[config.mk]
export PLATFORM = sky130hd
export DESIGN_NAME = mac_issue_seq
export DESIGN_NICKNAME = d
export VERILOG_FILES = /design/src/rtl/mac_pkg.sv /design/src/rtl/mac_rsp_fifo.sv /design/src/rtl/mac_issue_seq.sv
export SDC_FILE = /design/constraint.sdc
export NUM_CORES = 1
export LEC_CHECK = 0
export BUFFER_PORTS_ARGS = -buffer_cell sky130_fd_sc_hd__buf_2
export CORE_MARGIN = 3
export CORE_UTILIZATION = 39
export CTS_CLUSTER_DIAMETER = 50
export CTS_CLUSTER_SIZE = 28
export DETAILED_ROUTE_END_ITERATION = 8
export GPL_TIMING_DRIVEN = 0
export SLEW_MARGIN = 20
export SYNTH_ARGS = -nofsm -noshare
export SYNTH_HDL_FRONTEND = slang
export SYNTH_HIERARCHICAL = 1
export SYNTH_SLANG_ARGS = --single-unit
[constraint.sdc]
create_clock -name clk_i -period 4.1 [get_ports clk_i]
set_clock_uncertainty 0.15 [all_clocks]
set_input_delay 0.41 -clock clk_i [delete_from_list [all_inputs] [get_ports clk_i]]
set_output_delay 0.41 -clock clk_i [all_outputs]
set_load 0.005 [all_outputs]
[src/rtl/mac_pkg.sv]
// Shared widths, opcodes and types for the MAC issue sequencer.
// Response entries are packed {instr, protect, result}.
package mac_pkg;

    localparam int unsigned MacOpW   = 3;
    localparam int unsigned OperandW = 16;
    localparam int unsigned ResultW  = 32;
    localparam int unsigned ProtectW = 8;
    localparam int unsigned RspW     = MacOpW + ProtectW + ResultW;

    localparam logic [MacOpW-1:0] OpClr0 = 3'b000;
    localparam logic [MacOpW-1:0] OpClr1 = 3'b100;

    typedef enum logic [1:0] {
        StIdle,
        StRun,
        StDrain
    } seq_state_e;

    typedef struct packed {
        logic              valid;
        logic [MacOpW-1:0] instr;
    } tag_t;

    typedef struct packed {
        logic [MacOpW-1:0]   instr;
        logic [ProtectW-1:0] protect;
        logic [ResultW-1:0]  result;
    } rsp_t;

    function automatic logic is_clr_op(input logic [MacOpW-1:0] op);
        return (op == OpClr0) || (op == OpClr1);
    endfunction

endpackage

[src/rtl/mac_rsp_fifo.sv]
// Synchronous first-word-fall-through FIFO holding captured MAC responses.
// Push and pop may coincide in any fill state; pointers wrap modulo Depth.
module mac_rsp_fifo #(
    parameter int unsigned Width = 43,
    parameter int unsigned Depth = 4,
    localparam int unsigned PtrW = $clog2(Depth),
    localparam int unsigned CntW = PtrW + 1
) (
    input  logic             clk_i,
    input  logic             rst_ni,
    input  logic             push_i,
    input  logic [Width-1:0] wdata_i,
    input  logic             pop_i,
    output logic [Width-1:0] rdata_o,
    output logic             empty_o,
    output logic [CntW-1:0]  count_o
);

    logic [Width-1:0] mem_q [Depth];
    logic [PtrW-1:0]  wptr_q;
    logic [PtrW-1:0]  rptr_q;
    logic [CntW-1:0]  cnt_q;
    logic [CntW-1:0]  cnt_d;
    logic             full;
    logic             push_ok;
    logic             pop_ok;

    assign full    = (cnt_q == CntW'(Depth));
    assign empty_o = (cnt_q == '0);
    assign pop_ok  = pop_i & ~empty_o;
    // A pop in the same cycle frees the slot, so a full FIFO can still take a push.
    assign push_ok = push_i & (~full | pop_ok);
    assign rdata_o = mem_q[rptr_q];
    assign count_o = cnt_q;

    always_comb begin
        cnt_d = cnt_q;
        case ({push_ok, pop_ok})
            2'b10:   cnt_d = cnt_q + CntW'(1);
            2'b01:   cnt_d = cnt_q - CntW'(1);
            default: cnt_d = cnt_q;
        endcase
    end

    always_ff @(posedge clk_i or negedge rst_ni) begin
        if (!rst_ni) begin
            for (int i = 0; i < int'(Depth); i++) begin
                mem_q[i] <= '0;
            end
            wptr_q <= '0;
            rptr_q <= '0;
            cnt_q  <= '0;
        end else begin
            if (push_ok) begin
                mem_q[wptr_q] <= wdata_i;
                wptr_q        <= wptr_q + PtrW'(1);
            end
            if (pop_ok) begin
                rptr_q <= rptr_q + PtrW'(1);
            end
            cnt_q <= cnt_d;
        end
    end

endmodule

[src/rtl/mac_issue_seq.sv]
// Initiator side of the MAC operand interface: launches commands into the mac, tracks them
// through a tag pipe and returns captured results through a credit-limited response FIFO.
module mac_issue_seq
    import mac_pkg::*;
#(
    parameter int unsigned MacLat = 2,
    parameter int unsigned Depth  = 4
) (
    input  logic                clk_i,
    input  logic                rst_ni,
    input  logic                cmd_valid_i,
    output logic                cmd_ready_o,
    input  logic [MacOpW-1:0]   cmd_instr_i,
    input  logic [OperandW-1:0] cmd_a_i,
    input  logic [OperandW-1:0] cmd_b_i,
    output logic [MacOpW-1:0]   mac_instruction_o,
    output logic [OperandW-1:0] mac_multiplier_o,
    output logic [OperandW-1:0] mac_multiplicand_o,
    output logic                mac_stall_o,
    input  logic [ResultW-1:0]  mac_result_i,
    input  logic [ProtectW-1:0] mac_protect_i,
    output logic                rsp_valid_o,
    input  logic                rsp_ready_i,
    output logic [ResultW-1:0]  rsp_result_o,
    output logic [ProtectW-1:0] rsp_protect_o,
    output logic [MacOpW-1:0]   rsp_instr_o,
    input  logic                flush_req_i,
    output logic                flush_done_o
);

    localparam int unsigned CntW = $clog2(Depth) + 1;
    localparam logic [CntW:0] DepthOcc = (CntW + 1)'(Depth);

    seq_state_e          state_q, state_d;
    logic                accept_en_q;
    logic                flush_done_q, flush_done_d;
    logic [CntW-1:0]     inflight_q, inflight_d;
    tag_t                tag_q [MacLat+1];
    logic [MacOpW-1:0]   mac_instr_q;
    logic [OperandW-1:0] mac_mult_q;
    logic [OperandW-1:0] mac_mcand_q;
    logic                mac_stall_q;

    logic                accept;
    logic                capture;
    logic                rsp_pop;
    logic                credit_ok;
    logic                drained;
    logic [CntW:0]       occupancy;
    logic [CntW-1:0]     fifo_count;
    logic                fifo_empty;
    rsp_t                push_rsp;
    rsp_t                head_rsp;

    assign rsp_valid_o = ~fifo_empty;
    assign rsp_pop     = rsp_valid_o & rsp_ready_i;
    assign capture     = tag_q[MacLat].valid;
    assign drained     = (inflight_q == '0) & fifo_empty;

    // A pop this cycle returns its credit immediately, which is what lets a full
    // pipeline plus one FIFO entry keep accepting one command per cycle.
    assign occupancy   = {1'b0, inflight_q} + {1'b0, fifo_count} - {{CntW{1'b0}}, rsp_pop};
    assign credit_ok   = occupancy < DepthOcc;
    assign cmd_ready_o = accept_en_q & credit_ok;
    assign accept      = cmd_valid_i & cmd_ready_o;

    always_comb begin
        push_rsp.instr   = tag_q[MacLat].instr;
        push_rsp.result  = mac_result_i;
        push_rsp.protect = mac_protect_i;
        if (is_clr_op(tag_q[MacLat].instr)) begin
            push_rsp.result  = '0;
            push_rsp.protect = '0;
        end
    end

    mac_rsp_fifo #(
        .Width (RspW),
        .Depth (Depth)
    ) u_rsp_fifo (
        .clk_i   (clk_i),
        .rst_ni  (rst_ni),
        .push_i  (capture),
        .wdata_i (push_rsp),
        .pop_i   (rsp_pop),
        .rdata_o (head_rsp),
        .empty_o (fifo_empty),
        .count_o (fifo_count)
    );

    assign rsp_result_o  = head_rsp.result;
    assign rsp_protect_o = head_rsp.protect;
    assign rsp_instr_o   = head_rsp.instr;

    always_comb begin
        inflight_d = inflight_q;
        case ({accept, capture})
            2'b10:   inflight_d = inflight_q + CntW'(1);
            2'b01:   inflight_d = inflight_q - CntW'(1);
            default: inflight_d = inflight_q;
        endcase
    end

    always_comb begin
        state_d      = state_q;
        flush_done_d = 1'b0;
        unique case (state_q)
            StIdle: begin
                if (flush_req_i) begin
                    state_d = StDrain;
                end else if (accept) begin
                    state_d = StRun;
                end
            end
            StRun: begin
                if (flush_req_i) begin
                    state_d = StDrain;
                end else if (drained && !accept) begin
                    state_d = StIdle;
                end
            end
            StDrain: begin
                if (drained) begin
                    state_d      = StIdle;
                    flush_done_d = 1'b1;
                end
            end
            default: state_d = StIdle;
        endcase
    end

    always_ff @(posedge clk_i or negedge rst_ni) begin
        if (!rst_ni) begin
            state_q      <= StIdle;
            accept_en_q  <= 1'b0;
            flush_done_q <= 1'b0;
            inflight_q   <= '0;
            mac_instr_q  <= '0;
            mac_mult_q   <= '0;
            mac_mcand_q  <= '0;
            mac_stall_q  <= 1'b1;
            for (int i = 0; i <= int'(MacLat); i++) begin
                tag_q[i] <= '0;
            end
        end else begin
            state_q      <= state_d;
            accept_en_q  <= (state_d != StDrain);
            flush_done_q <= flush_done_d;
            inflight_q   <= inflight_d;
            mac_stall_q  <= ~accept;
            if (accept) begin
                mac_instr_q <= cmd_instr_i;
                mac_mult_q  <= cmd_a_i;
                mac_mcand_q <= cmd_b_i;
            end
            // Stage 0 lines up with the launched operands; stage MacLat with the mac outputs.
            tag_q[0] <= '{valid: accept, instr: cmd_instr_i};
            for (int i = 1; i <= int'(MacLat); i++) begin
                tag_q[i] <= tag_q[i-1];
            end
        end
    end

    assign mac_instruction_o  = mac_instr_q;
    assign mac_multiplier_o   = mac_mult_q;
    assign mac_multiplicand_o = mac_mcand_q;
    assign mac_stall_o        = mac_stall_q;
    assign flush_done_o       = flush_done_q;

endmodule
# ---- Word level (Yosys, flattened, before mapping)
# Cells that the tools add are included.
dict set report op_classes {
  addsub 8
  mul 0
  n_div 0
  n_lt_le_gt_ge 4
  eq_ne 9
  shifts 0
  muxes 17
  bitwise_logic 12
  n_reduce_logical 10
}
# operator count
set op_table {}
lappend op_table {{bitwise mux 172 bit} 1}
lappend op_table {{2-to-1 mux 43 bit} 3}
lappend op_table {{binary-select mux 43 bit (select 2 bit)} 1}
lappend op_table {{demux 43 bit (select 2 bit)} 1}
lappend op_table {{2-to-1 mux 40 bit} 1}
lappend op_table {{one-hot mux 3 bit (2 select lines)} 2}
lappend op_table {{2-to-1 mux 2 bit} 5}
lappend op_table {{zero test 3 bit} 3}
lappend op_table {{adder 3 x 1 -> 3 bit, second input constant} 2}
lappend op_table {{bitwise AND 1 bit} 6}
lappend op_table {{equality test 2 x 1 -> 1 bit, second input constant} 3}
lappend op_table {{equality test 2 bit, second input constant} 3}
lappend op_table {{equality test 3 bit, second input constant} 2}
lappend op_table {{greater-or-equal comparator 3 bit, second input constant} 2}
lappend op_table {{inverter 2 -> 3 bit} 2}
lappend op_table {{one-hot mux 2 bit (3 select lines)} 1}
lappend op_table {{subtractor 3 x 1 -> 3 bit, second input constant} 2}
lappend op_table {{adder 2 x 1 -> 2 bit, second input constant} 2}
lappend op_table {{adder 3 x 3 -> 4 bit} 1}
lappend op_table {{less-than comparator 4 x 3 -> 1 bit, second input constant} 1}
lappend op_table {{nonzero test 2 bit} 2}
lappend op_table {{subtractor 4 x 1 -> 4 bit} 1}
lappend op_table {{less-than comparator 3 x 1 -> 1 bit, second input constant} 1}
lappend op_table {{inverter 1 bit} 3}
lappend op_table {{7 further kinds} 9}
dict set report totals {
  register_bits 234
  latch_bits 0
  mem_bits_rw 0
  mem_bits_ro 0
  input_bits 80
  output_inout_bits 82
  word_cells 81
  memories 0
}

# ---- Longest topological paths before layout
# Gate-level depths: netlist of the first run.
dict set report depth {
  ltp_word 13
  mapped_depth 15
  mapped_depth_nobuf 14
}

# ---- By module
# The synthesis of the first run kept the hierarchy.
# module instances cells_each area_each_um2 seq_area_each_um2
set modules_own_cells {}
lappend modules_own_cells {mac_rsp_fifo 1 453 7875.1 4479.3}
lappend modules_own_cells {mac_issue_seq 1 186 2487.4 1377.6}

# ---- Worst setup path before layout of the first run
# Ideal clock, no wire load.
dict set report synth_timing {
  path_kind {register to register}
  startpoint {reg u_rsp_fifo.cnt_q[0], in the netlist u_rsp_fifo/count_o[0]}
  endpoint {reg inflight_q[2]}
  setup_ns 0.080
  t_arrival_ns 3.051
  t_required_ns 3.870
  path_slack_ns 0.819
  stages_incl_launch_ff 16
  path_buffers 1
  synth_period_minus_slack_ns 3.281
  cell_sequence {dfrtp_1 nor3_1 nor2b_1 ha_1 inv_1 ha_1 and3b_1 o21a_1 o221ai_2 buf_2 ha_1 inv_1 fa_1 xor2_1 nor2_1 xnor2_1}
}
dict set report synth_between {
  elab_chain_cells 9
  elab_cells_between_ends 12
  classes_between {2 x add/sub; 1 x order compare; 2 x eq/ne; 1 x mux; 4 x bitwise; 2 x reduce/logical}
}
# item line
set synth_rtl {}
lappend synth_rtl {{start: declaration} mac_rsp_fifo.sv:22} ;# logic [CntW-1:0] cnt_q;
lappend synth_rtl {{start signal: assignment} mac_rsp_fifo.sv:61} ;# cnt_q <= cnt_d;
lappend synth_rtl {{zero test 3 bit *} mac_rsp_fifo.sv:29} ;# assign empty_o = (cnt_q == '0);
lappend synth_rtl {{net fifo_empty} mac_issue_seq.sv:51} ;# logic fifo_empty;
lappend synth_rtl {{inverter 1 bit *} mac_issue_seq.sv:55} ;# assign rsp_valid_o = ~fifo_empty;
lappend synth_rtl {{bitwise AND 1 bit *} mac_issue_seq.sv:56} ;# assign rsp_pop = rsp_valid_o & rsp_ready_i;
lappend synth_rtl {{net rsp_pop} mac_issue_seq.sv:46} ;# logic rsp_pop;
lappend synth_rtl {{subtractor 4 x 1 -> 4 bit *} mac_issue_seq.sv:62} ;# assign occupancy = {1'b0, inflight_q} + {1'b0, fifo_count} - {{CntW{1'b0}}, rsp_pop};
lappend synth_rtl {{less-than comparator 4 x 3 -> 1 bit *} mac_issue_seq.sv:63} ;# assign credit_ok = occupancy < DepthOcc;
lappend synth_rtl {{bitwise AND 1 bit *} mac_issue_seq.sv:64} ;# assign cmd_ready_o = accept_en_q & credit_ok;
lappend synth_rtl {{bitwise AND 1 bit *} mac_issue_seq.sv:65} ;# assign accept = cmd_valid_i & cmd_ready_o;
lappend synth_rtl {{equality test 2 x 1 -> 1 bit / equality test 2 bit (equally long branches)} mac_issue_seq.sv:97} ;# case ({accept, capture})
lappend synth_rtl {{one-hot mux 3 bit (2 select lines) / nonzero test 2 bit (equally long branches)} -}
lappend synth_rtl {{end signal: assignment} mac_issue_seq.sv:149} ;# inflight_q <= inflight_d;
lappend synth_rtl {{end: declaration} mac_issue_seq.sv:37} ;# logic [CntW-1:0] inflight_q, inflight_d;
# Mark *: on every way through the listed nets, which the timed path passes. The rest lies on a longest branch.
# A chain may end at the register's enable or synchronous reset.

# ---- Worst setup path in the final report of the first run
# Ends and elaborated chain as after synthesis.

==> results of run 1 <==
[Yosys cell counts]
master,count
and3b_1,2
o31a_1,1
xnor2_1,5
nand2_1,6
buf_2,6
fa_1,2
nor4_1,1
nor4b_4,1
nand2b_1,2
nand4_1,1
o221ai_2,1
nor3_1,1
nor3b_1,1
dfrtp_1,233
mux4_2,43
mux2_4,20
a211oi_1,1
a21oi_1,1
nand4b_1,1
a21boi_1,1
nor3_2,1
inv_1,20
xor2_1,4
nor2b_1,41
mux2i_1,2
clkbuf_1,9
ha_1,11
o21a_1,1
dfstp_2,1
nor2_1,6
o22a_1,1
and2_1,1
buf_6,19
mux2_2,188
nor2_2,4
[critical path: cells and delay by family, from the launching register on]
kind / cells / cell delay (ps)
flip-flops: 1 / 460
AND/OR/NAND/NOR: 4 / 840
adder cells (fa/ha/maj): 4 / 1060
XOR/XNOR: 2 / 290
AO/OA/AOI/OAI: 2 / 360
buffers and inverters: 3 / 420
[layer usage]
layer	track usage [%]	vias up
met5	0	-
met4	3.42	4
met3	4.18	35
met2	26.2	168
met1	21.0	3056
li1	-	2775
[power groups by stage]
stage          logic, mW  registers (mW)  clock network [mW]
2_1_floorplan       1.87            3.33                   0
3_3_place_gp        2.71            3.40                   0
3_5_place_dp        2.77            3.41                   0
4_1_cts             2.80            3.38                3.11
5_1_grt             3.02            3.48                3.22
6_report            2.74            3.38                3.01
[path summary, 6_finish.rpt]
kind / from / to / slack (ps) / cells after the start
worst max-delay path: u_rsp_fifo/count_o[0] / inflight_q[2] / 430 / 15
worst min-delay path: tag_q[4] / push_rsp[40] / 200 / 0
worst max register to register: u_rsp_fifo/count_o[0] / inflight_q[2] / 430 / 15
worst min register to register: tag_q[4] / push_rsp[40] / 200 / 0
max in group asynchronous: rst_ni / push_rsp[42] / 2290 / 4
min in group asynchronous: rst_ni / u_rsp_fifo/mem_q[137] / 320 / 2
[kinds of logic after synthesis]
group	count (synthesis)	share of synthesized area, %
mux	253	32.9
xor+xnor	9	0.761
fa+ha+maj	13	1.71
simple gates	69	4.15
compound gates	7	0.580
flops	234	56.5
buf+inv	54	3.40
[through the flow]
step | setup slack, ps | utilization [%] | cell area (sq um) | power [mW]
after detailed placement | 410 | 44.7 | 11700 | 6.17
after floorplan | 819 | - | 10400 | 5.20
after CTS | 375 | 50.8 | 13200 | 9.29
after global routing | 90.6 | 50.8 | 13200 | 9.71
after global placement | -1880 | 44.5 | 11600 | 6.12
final | 430 | 50.8 | 13200 | 9.13
[sequential cells by signal, summed over array words and instances, names as in the netlist, 3 cells and up]
register / cells
u_rsp_fifo/mem_q: 172
mac_multiplicand_o: 16
mac_multiplier_o: 16
tag_q: 8
inflight_q: 3
mac_instruction_o: 3
push_rsp: 3
u_rsp_fifo/count_o: 3
[timing repair]
item / CTS / global route
hold endpoints to repair: 105 / 0
setup endpoints to repair: 0 / 0
hold buffers: 37 / 0
[cell type report]
type	count	share of cell area (%)
tap	335	3.17
inverter	20	0.568
timing repair buffer	200	9.38
sequential	234	44.3
clock inverter	24	1.96
antenna	1	0.0189
multi-input combinational	351	31.4
buffer	34	2.10
clock buffer	39	7.13
==> results.toml, run 1 <==
[synthesis]
synth.top_cell.area_share_pct = 56.3
yosysWarnings = 6
synthCells = 639
synthesis.nets = 732
synth_cell_types = 35
avgSynthCellArea_sq_um = 16.2
netlist_area_sq_um = 10400
ys_seq_area_share_pct = 56.5
synth-seq-cells = 234
yosys.area.top_type = "dfrtp_1"
synth.area.top_cells = "dfrtp_1 56%, mux2_2 20%, mux4_2 9.3%"

[cts]
numCtsBuffers = 35
insertion_delay_ps = 490
htreeDepth = 2
clkTransAtPathRegs_ps = 60
cts_resized = 0
cts_root_buf = "clkbuf_16"
cts_tree = "built"
cts.sinks = 234
cts_max_path_buffers = 3
cts_setup_buffers = 0

[global_route]
grt_max_degree = 86
grt_overflow = 0
gr-usage-all-layers_pct = 15.8
antenna_found_initial = 3
first_global_vias = 6623
grt_pass1_wl_um = 36000

[setup_path]
crit_required_ps = 4360
cp-start-kind = "flop"
arrival_ps = 3930
max_stage_delay_ps = 460
crit_top_cell = "ha_1"
path_class = "reg2reg"
cp-end-kind = "flop"
crit_path_max_fanout = 11
path_cells = "nor3_1 -> nor2b_1 -> ha_1 -> inv_1 -> ha_1 -> and3b_1 -> o21a_1 -> o221ai_2 -> buf_2 -> ha_1 -> inv_1 -> fa_1 -> xor2_1 -> nor2_1 -> xnor2_1"
cpMaxStageDelayCell = "dfrtp_1"

[floorplan]
design.core.area_sq_um = 26100
fp-row-count = 59
io_pins = 162
die_w_um = 169
start_util_pct = 39.8
dieArea_sq_um = 28600
dieHeight_um = 169

[power_and_ir_drop]
total_leakage_power_nw = 6.01
internal_power_mw = 6.52
irDropWorstVdd_mv = 0.362
powerDensity_nw_per_um2 = 690
p_switching_mw = 2.61
pwr-share-seq_pct = 37.1
pwr-share-clk_pct = 33.0
comb_power_share_pct = 30.0
switching_share_pct = 28.6

[sta]
finalCritPeriodShare_pct = 89.5
fin_setup_tns_ps = 0
rsz0062_at_grt = "no"
period_minus_slack_ps = 3670
maxSlewViolCount = 0
final_hold_viol_count = 0
timing.max_slew.rel_slack_pct = 50.1
tightest_slew_ps = 749
hold_ws_ps = 198
finalSetupViolations = 0
fmax_mhz = 272

[layout]
regArea_sq_um = 5860
final_layout_size_suffix_gt1_share_pct = 56.4
layout.cells.non_filler = 1238
nFillCells = 2213
mostFrequentLayoutCells = "233 x dfrtp_1, 188 x mux2_2, 166 x buf_2, 43 x mux4_2, 41 x nor2b_1"
nNetsFinal = 969
syn_to_final_growth_pct = 27.7
multi_input_area_sq_um = 4150
layout_commonest_cell = "dfrtp_1"

[detailed_routing]
drtPass1Iterations = 4
vias = 6038
routed_wl_um = 22200
top_layer_used = "met5"
dr_wl_met3_um = 1390
wire_per_inst_um = 17.9
met1_length_um = 9840
viasPerCell = 4.88
drc = 0
first_iter_violations = 229
ant_nets = 0
wl_met2_um = 10600

[job]
cap_violations = 0

[place]
dpl.hpwl_um = 14200
placed_cells = 1137
gp_congestion = 0.723
numPortBuffers = 161

[hold_path]
hold_path_class = "reg2reg"

[status]
status = "complete, no violations"
No activity file was read; power rests on OpenSTA's default activity.
==> run 2, diff against run 1 <==
- CORE_ASPECT_RATIO: unset -> 1.4
- RECOVER_POWER: unset -> 50
==> run 2 against run 1 <==
Effect of this change:
- final cell count decreased by 1.5%
- clock power decreased by 13%
- via count increased by 0.36%
- largest power group unchanged
- final area decreased by 1.8%
- critical endpoint unchanged
- the flow now finishes with violations (capacitance limit, slew limit)
==> results.toml, run 2 (synthesis results as in run 1) <==
[cts]
cts_root_buf = "clkbuf_16"
cts_max_path_buffers = 3
holdBufCountCts = 37
insertion_delay_ps = 530
cts_resized = 0
cts_setup_buffers = 0
clkTransAtPathRegs_ps = 60
cts_tree = "built"
htreeDepth = 1
numCtsBuffers = 31
cts.sinks = 234

[floorplan]
dieArea_sq_um = 28600
start_util_pct = 39.6
io_pins = 162
dieHeight_um = 199
die_w_um = 144
fp-row-count = 70
design.core.area_sq_um = 26200

[layout]
largest-register = "u_rsp_fifo/mem_q"
final_layout_size_suffix_gt1_share_pct = 52.5
layout_commonest_cell = "dfrtp_1"
mostFrequentLayoutCells = "233 x dfrtp_1, 188 x mux2_2, 132 x buf_2, 43 x mux4_2, 42 x clkbuf_1"
nFillCells = 2264
largest_reg_flops = 172
syn_to_final_growth_pct = 25.3
nNetsFinal = 965
num_antenna_cells = 0
layout.cells.non_filler = 1220

[place]
placed_cells = 1126
gp_congestion = 0.721
numPortBuffers = 161
dpl.hpwl_um = 14600
pre_cts_ws_ps = 439

[detailed_routing]
first_iter_violations = 173
drtPass1Iterations = 4
ant_nets = 0
vias = 6060
routed_wl_um = 22200
viasPerCell = 4.97
wire_per_inst_um = 18.2
drc = 0

[power_and_ir_drop]
irDropWorstVdd_mv = 0.427
powerDensity_nw_per_um2 = 671
total_leakage_power_nw = 5.78

[setup_path]
crit_path_max_fanout = 11
cp-start-kind = "flop"
path_class = "reg2reg"
arrival_ps = 3960
crit_required_ps = 4400
cp-end-kind = "flop"

[sta]
fmax_mhz = 274
finalSetupViolations = 0
rsz0062_at_grt = "no"
tightest_slew_ps = 1760
period_minus_slack_ps = 3650
maxSlewViolCount = 69
fin_setup_tns_ps = 0
final_hold_viol_count = 0
timing.max_slew.rel_slack_pct = -17.3
finalWorstSetupSlack_ps = 445
finalCritPeriodShare_pct = 89.1

[global_route]
grt_pass1_wl_um = 35500
antenna_found_initial = 2
grt_max_degree = 96
gr-usage-all-layers_pct = 15.6
first_global_vias = 6750
grt_overflow = 0

[status]
violations = "capacitance limit, slew limit"
status = "complete, but fails checks"

[job]
cap_violations = 1

[hold_path]
hold_path_class = "reg2reg"
run 2: metal layers:
| layer | global-route usage [%] | wire (um) | vias up |
|---|---|---|---|
| li1 | - | - | 2764 |
| met1 | 19.2 | 9040 | 3105 |
| met2 | 27.9 | 11500 | 160 |
| met3 | 3.78 | 1290 | 27 |
| met4 | 3.35 | 281 | 4 |
| met5 | 0 | 21 | - |
run 2: final timing paths:
kind                                        from                   to  slack, ps  depth (start not counted)
min                                     tag_q[4]         push_rsp[40]        190                          0
min in group asynchronous                 rst_ni  u_rsp_fifo/mem_q[8]        730                          2
max in group asynchronous                 rst_ni  mac_multiplier_o[6]       1460                          4
max reg2reg                u_rsp_fifo/count_o[0]        inflight_q[2]        450                         15
min reg2reg                             tag_q[4]         push_rsp[40]        190                          0
max                        u_rsp_fifo/count_o[0]        inflight_q[2]        450                         15
run 2: area by class of cell:
type                            instances  area (sq um)  area share (%)
Inverter                               20          75.1           0.578
Timing Repair Buffer                  200          1190            9.15
Multi-Input combinational cell        351          4150            32.0
Sequential cell                       234          5860            45.1
Clock buffer                           34           817            6.29
Clock inverter                         23           213            1.64
Buffer                                 34           278            2.14
Tap cell                              324           405            3.12
run 2: critical path, cell delays in order, from the launching register on:
cell      delay, ps
dfrtp_1         460
nor3_1          380
nor2b_1         170
ha_1            230
inv_1            50
ha_1            230
and3b_1         190
o21a_1          190
o221ai_2        160
buf_2           300
ha_1            240
inv_1            60
fa_1            370
xor2_1          150
nor2_1          120
xnor2_1         130
run 2: metrics by stage:
| stage | hold WS, ps | util (%) | power (mW) | area, sq um |
|---|---|---|---|---|
| CTS | 194 | 49.8 | 8.91 | 13000 |
| global placement | 183 | 44.2 | 6.13 | 11600 |
| floorplan | -35.6 | - | 5.20 | 10400 |
| detailed placement | 185 | 44.4 | 6.20 | 11600 |
| global route | 196 | 49.6 | 9.28 | 13000 |
| finish | 194 | 49.6 | 8.71 | 13000 |
run 2: power by group:
part | switching [mW] | total [mW] | internal (mW) | leakage (nW)
Sequential | 0.369 | 3.38 | 3.01 | 2.82
Combinational | 1.13 | 2.71 | 1.59 | 2.47
Clock | 1.08 | 2.62 | 1.54 | 0.489
Total | 2.57 | 8.71 | 6.14 | 5.78
==> run 3, diff against run 2 <==
- HOLD_SLACK_MARGIN: unset -> 0.02
- PLACE_DENSITY_LB_ADDON: unset -> 0.15
==> run 3 against run 2 <==
Effect of this change:
- the flow still finishes with violations (capacitance limit, slew limit)
- utilization fell by 0.34 points
- clock power down 7%
- sequential share of layout area rose by 0.31 points
- register-to-register slack lost 60 ps
- critical path type unchanged
- largest power group unchanged
- fmax decreased by 1.6%
- critical path depth unchanged
- via count grew 0.64%
- combinational power grew 1%
- final cell count decreased by 0.66%
- sequential cell count unchanged
- clock-buffer cell count fell by 3
==> results.toml, run 3 (synthesis results as in run 1) <==
[status]
status = "complete, but fails checks"
violations = "capacitance limit, slew limit"

[place]
pre_cts_ws_ps = 290
dpl.hpwl_um = 16000
gp_congestion = 0.696
numPortBuffers = 161
placed_cells = 1126

[global_route]
antenna_found_initial = 4
grt_pass1_wl_um = 37400
first_global_vias = 7108
grt_overflow = 0
grt_max_degree = 109
gr-usage-all-layers_pct = 16.7

[sta]
timing.max_slew.rel_slack_pct = -91.7
finalCritPeriodShare_pct = 90.6
fmax_mhz = 269
final_hold_viol_count = 0
finalWorstSetupSlack_ps = 386
period_minus_slack_ps = 3710
tightest_slew_ps = 2880
finalSetupViolations = 0
rsz0062_at_grt = "no"
maxSlewViolCount = 62

[cts]
insertion_delay_ps = 520
numCtsBuffers = 27
cts_root_buf = "clkbuf_16"
cts_tree = "built"
clkTransAtPathRegs_ps = 60
cts_setup_buffers = 0
htreeDepth = 1
cts.sinks = 234
cts_max_path_buffers = 3

[floorplan]
start_util_pct = 39.6
die_w_um = 144
fp-row-count = 70
io_pins = 162
dieArea_sq_um = 28600
design.core.area_sq_um = 26200
dieHeight_um = 199

[hold_path]
hold_path_class = "reg2reg"
min_path_cells = 0

[layout]
final_layout_size_suffix_gt1_share_pct = 51.8
nNetsFinal = 961
num_antenna_cells = 0
largest_reg_flops = 172
syn_to_final_growth_pct = 24.5
largest-register = "u_rsp_fifo/mem_q"
mostFrequentLayoutCells = "233 x dfrtp_1, 188 x mux2_2, 133 x buf_2, 44 x clkbuf_1, 43 x mux4_2"
layout_commonest_cell = "dfrtp_1"
layout.cells.non_filler = 1212

[detailed_routing]
drc = 0
viasPerCell = 5.03
routed_wl_um = 23400
vias = 6099
ant_nets = 0
first_iter_violations = 209
wire_per_inst_um = 19.3
drtPass1Iterations = 4

[power_and_ir_drop]
total_leakage_power_nw = 5.75
powerDensity_nw_per_um2 = 665
irDropWorstVdd_mv = 0.372

[setup_path]
crit_path_max_fanout = 11
path_class = "reg2reg"
arrival_ps = 3990
worstReg2RegEnd = "inflight_q[2]"
crit_start = "u_rsp_fifo/count_o[0]"
crit_path_end = "inflight_q[2]"
cp-start-kind = "flop"
cp-end-kind = "flop"
reg2reg_slack_ps = 390
r2r_cells = 15
r2r-start = "u_rsp_fifo/count_o[0]"
crit_required_ps = 4380

[job]
cap_violations = 1
## run 3: report_power, final
group | internal, mW | switching [mW] | total (mW)
sequential | 3.01 | 0.385 | 3.40
clock | 1.40 | 1.03 | 2.44
combinational | 1.60 | 1.15 | 2.75
## run 3: worst min path at each step
stage	from	end	slack, ps
after detailed placement	tag_q[4]	push_rsp[40]	190
after global placement	tag_q[7]	capture	190
final	tag_q[7]	capture	200
after floorplan	rst_ni	accept_en_q	-40
after CTS	mac_result_i[24]	u_rsp_fifo/mem_q[67]	200
after global routing	tag_q[7]	capture	210
## run 3: repair_timing
action	CTS	global route
endpoints found under the hold margin	99	0
gates resized for setup	0	1
hold buffers	37	0
setup endpoints to repair	0	1
## run 3: stage by stage
stage	power, mW	TNS, ps	utilization [%]	hold WS (ps)	instance area, sq um
6_report	8.58	0	49.2	202	12900
5_1_grt	9.14	0	49.2	212	12900
4_1_cts	8.77	0	49.4	200	12900
3_5_place_dp	6.25	0	44.4	187	11600
3_3_place_gp	6.08	-297670	44.2	185	11600
2_1_floorplan	5.20	0	-	-35.6	10400
## run 3: worst max-delay path, stage by stage (launching register included)
cell      delay (ps)
dfrtp_1          500
nor3_2           110
nor2b_1          320
ha_1             210
inv_1             40
ha_1             270
and3b_1          190
o21a_1           200
o221ai_2         170
buf_2            310
ha_1             240
inv_1             70
fa_1             400
xor2_1           160
nor2_1           130
xnor2_1          160
## run 3: layer usage
metal	up-vias	wire, um	GRT usage, %
met2	156	12700	31.5
met3	41	1240	3.78
met4	8	399	3.56
met5	-	42	0
li1	2751	-	-
met1	3143	9040	19.1
## run 3: final cells by class
cell class | count | area, sq um
Clock inverter | 18 | 226
Inverter | 20 | 75.1
Multi-Input combinational cell | 351 | 4160
Clock buffer | 31 | 701
Buffer | 34 | 278
Sequential cell | 234 | 5860
Timing Repair Buffer | 200 | 1200
Fill cell | 2259 | 13300
Tap cell | 324 | 405
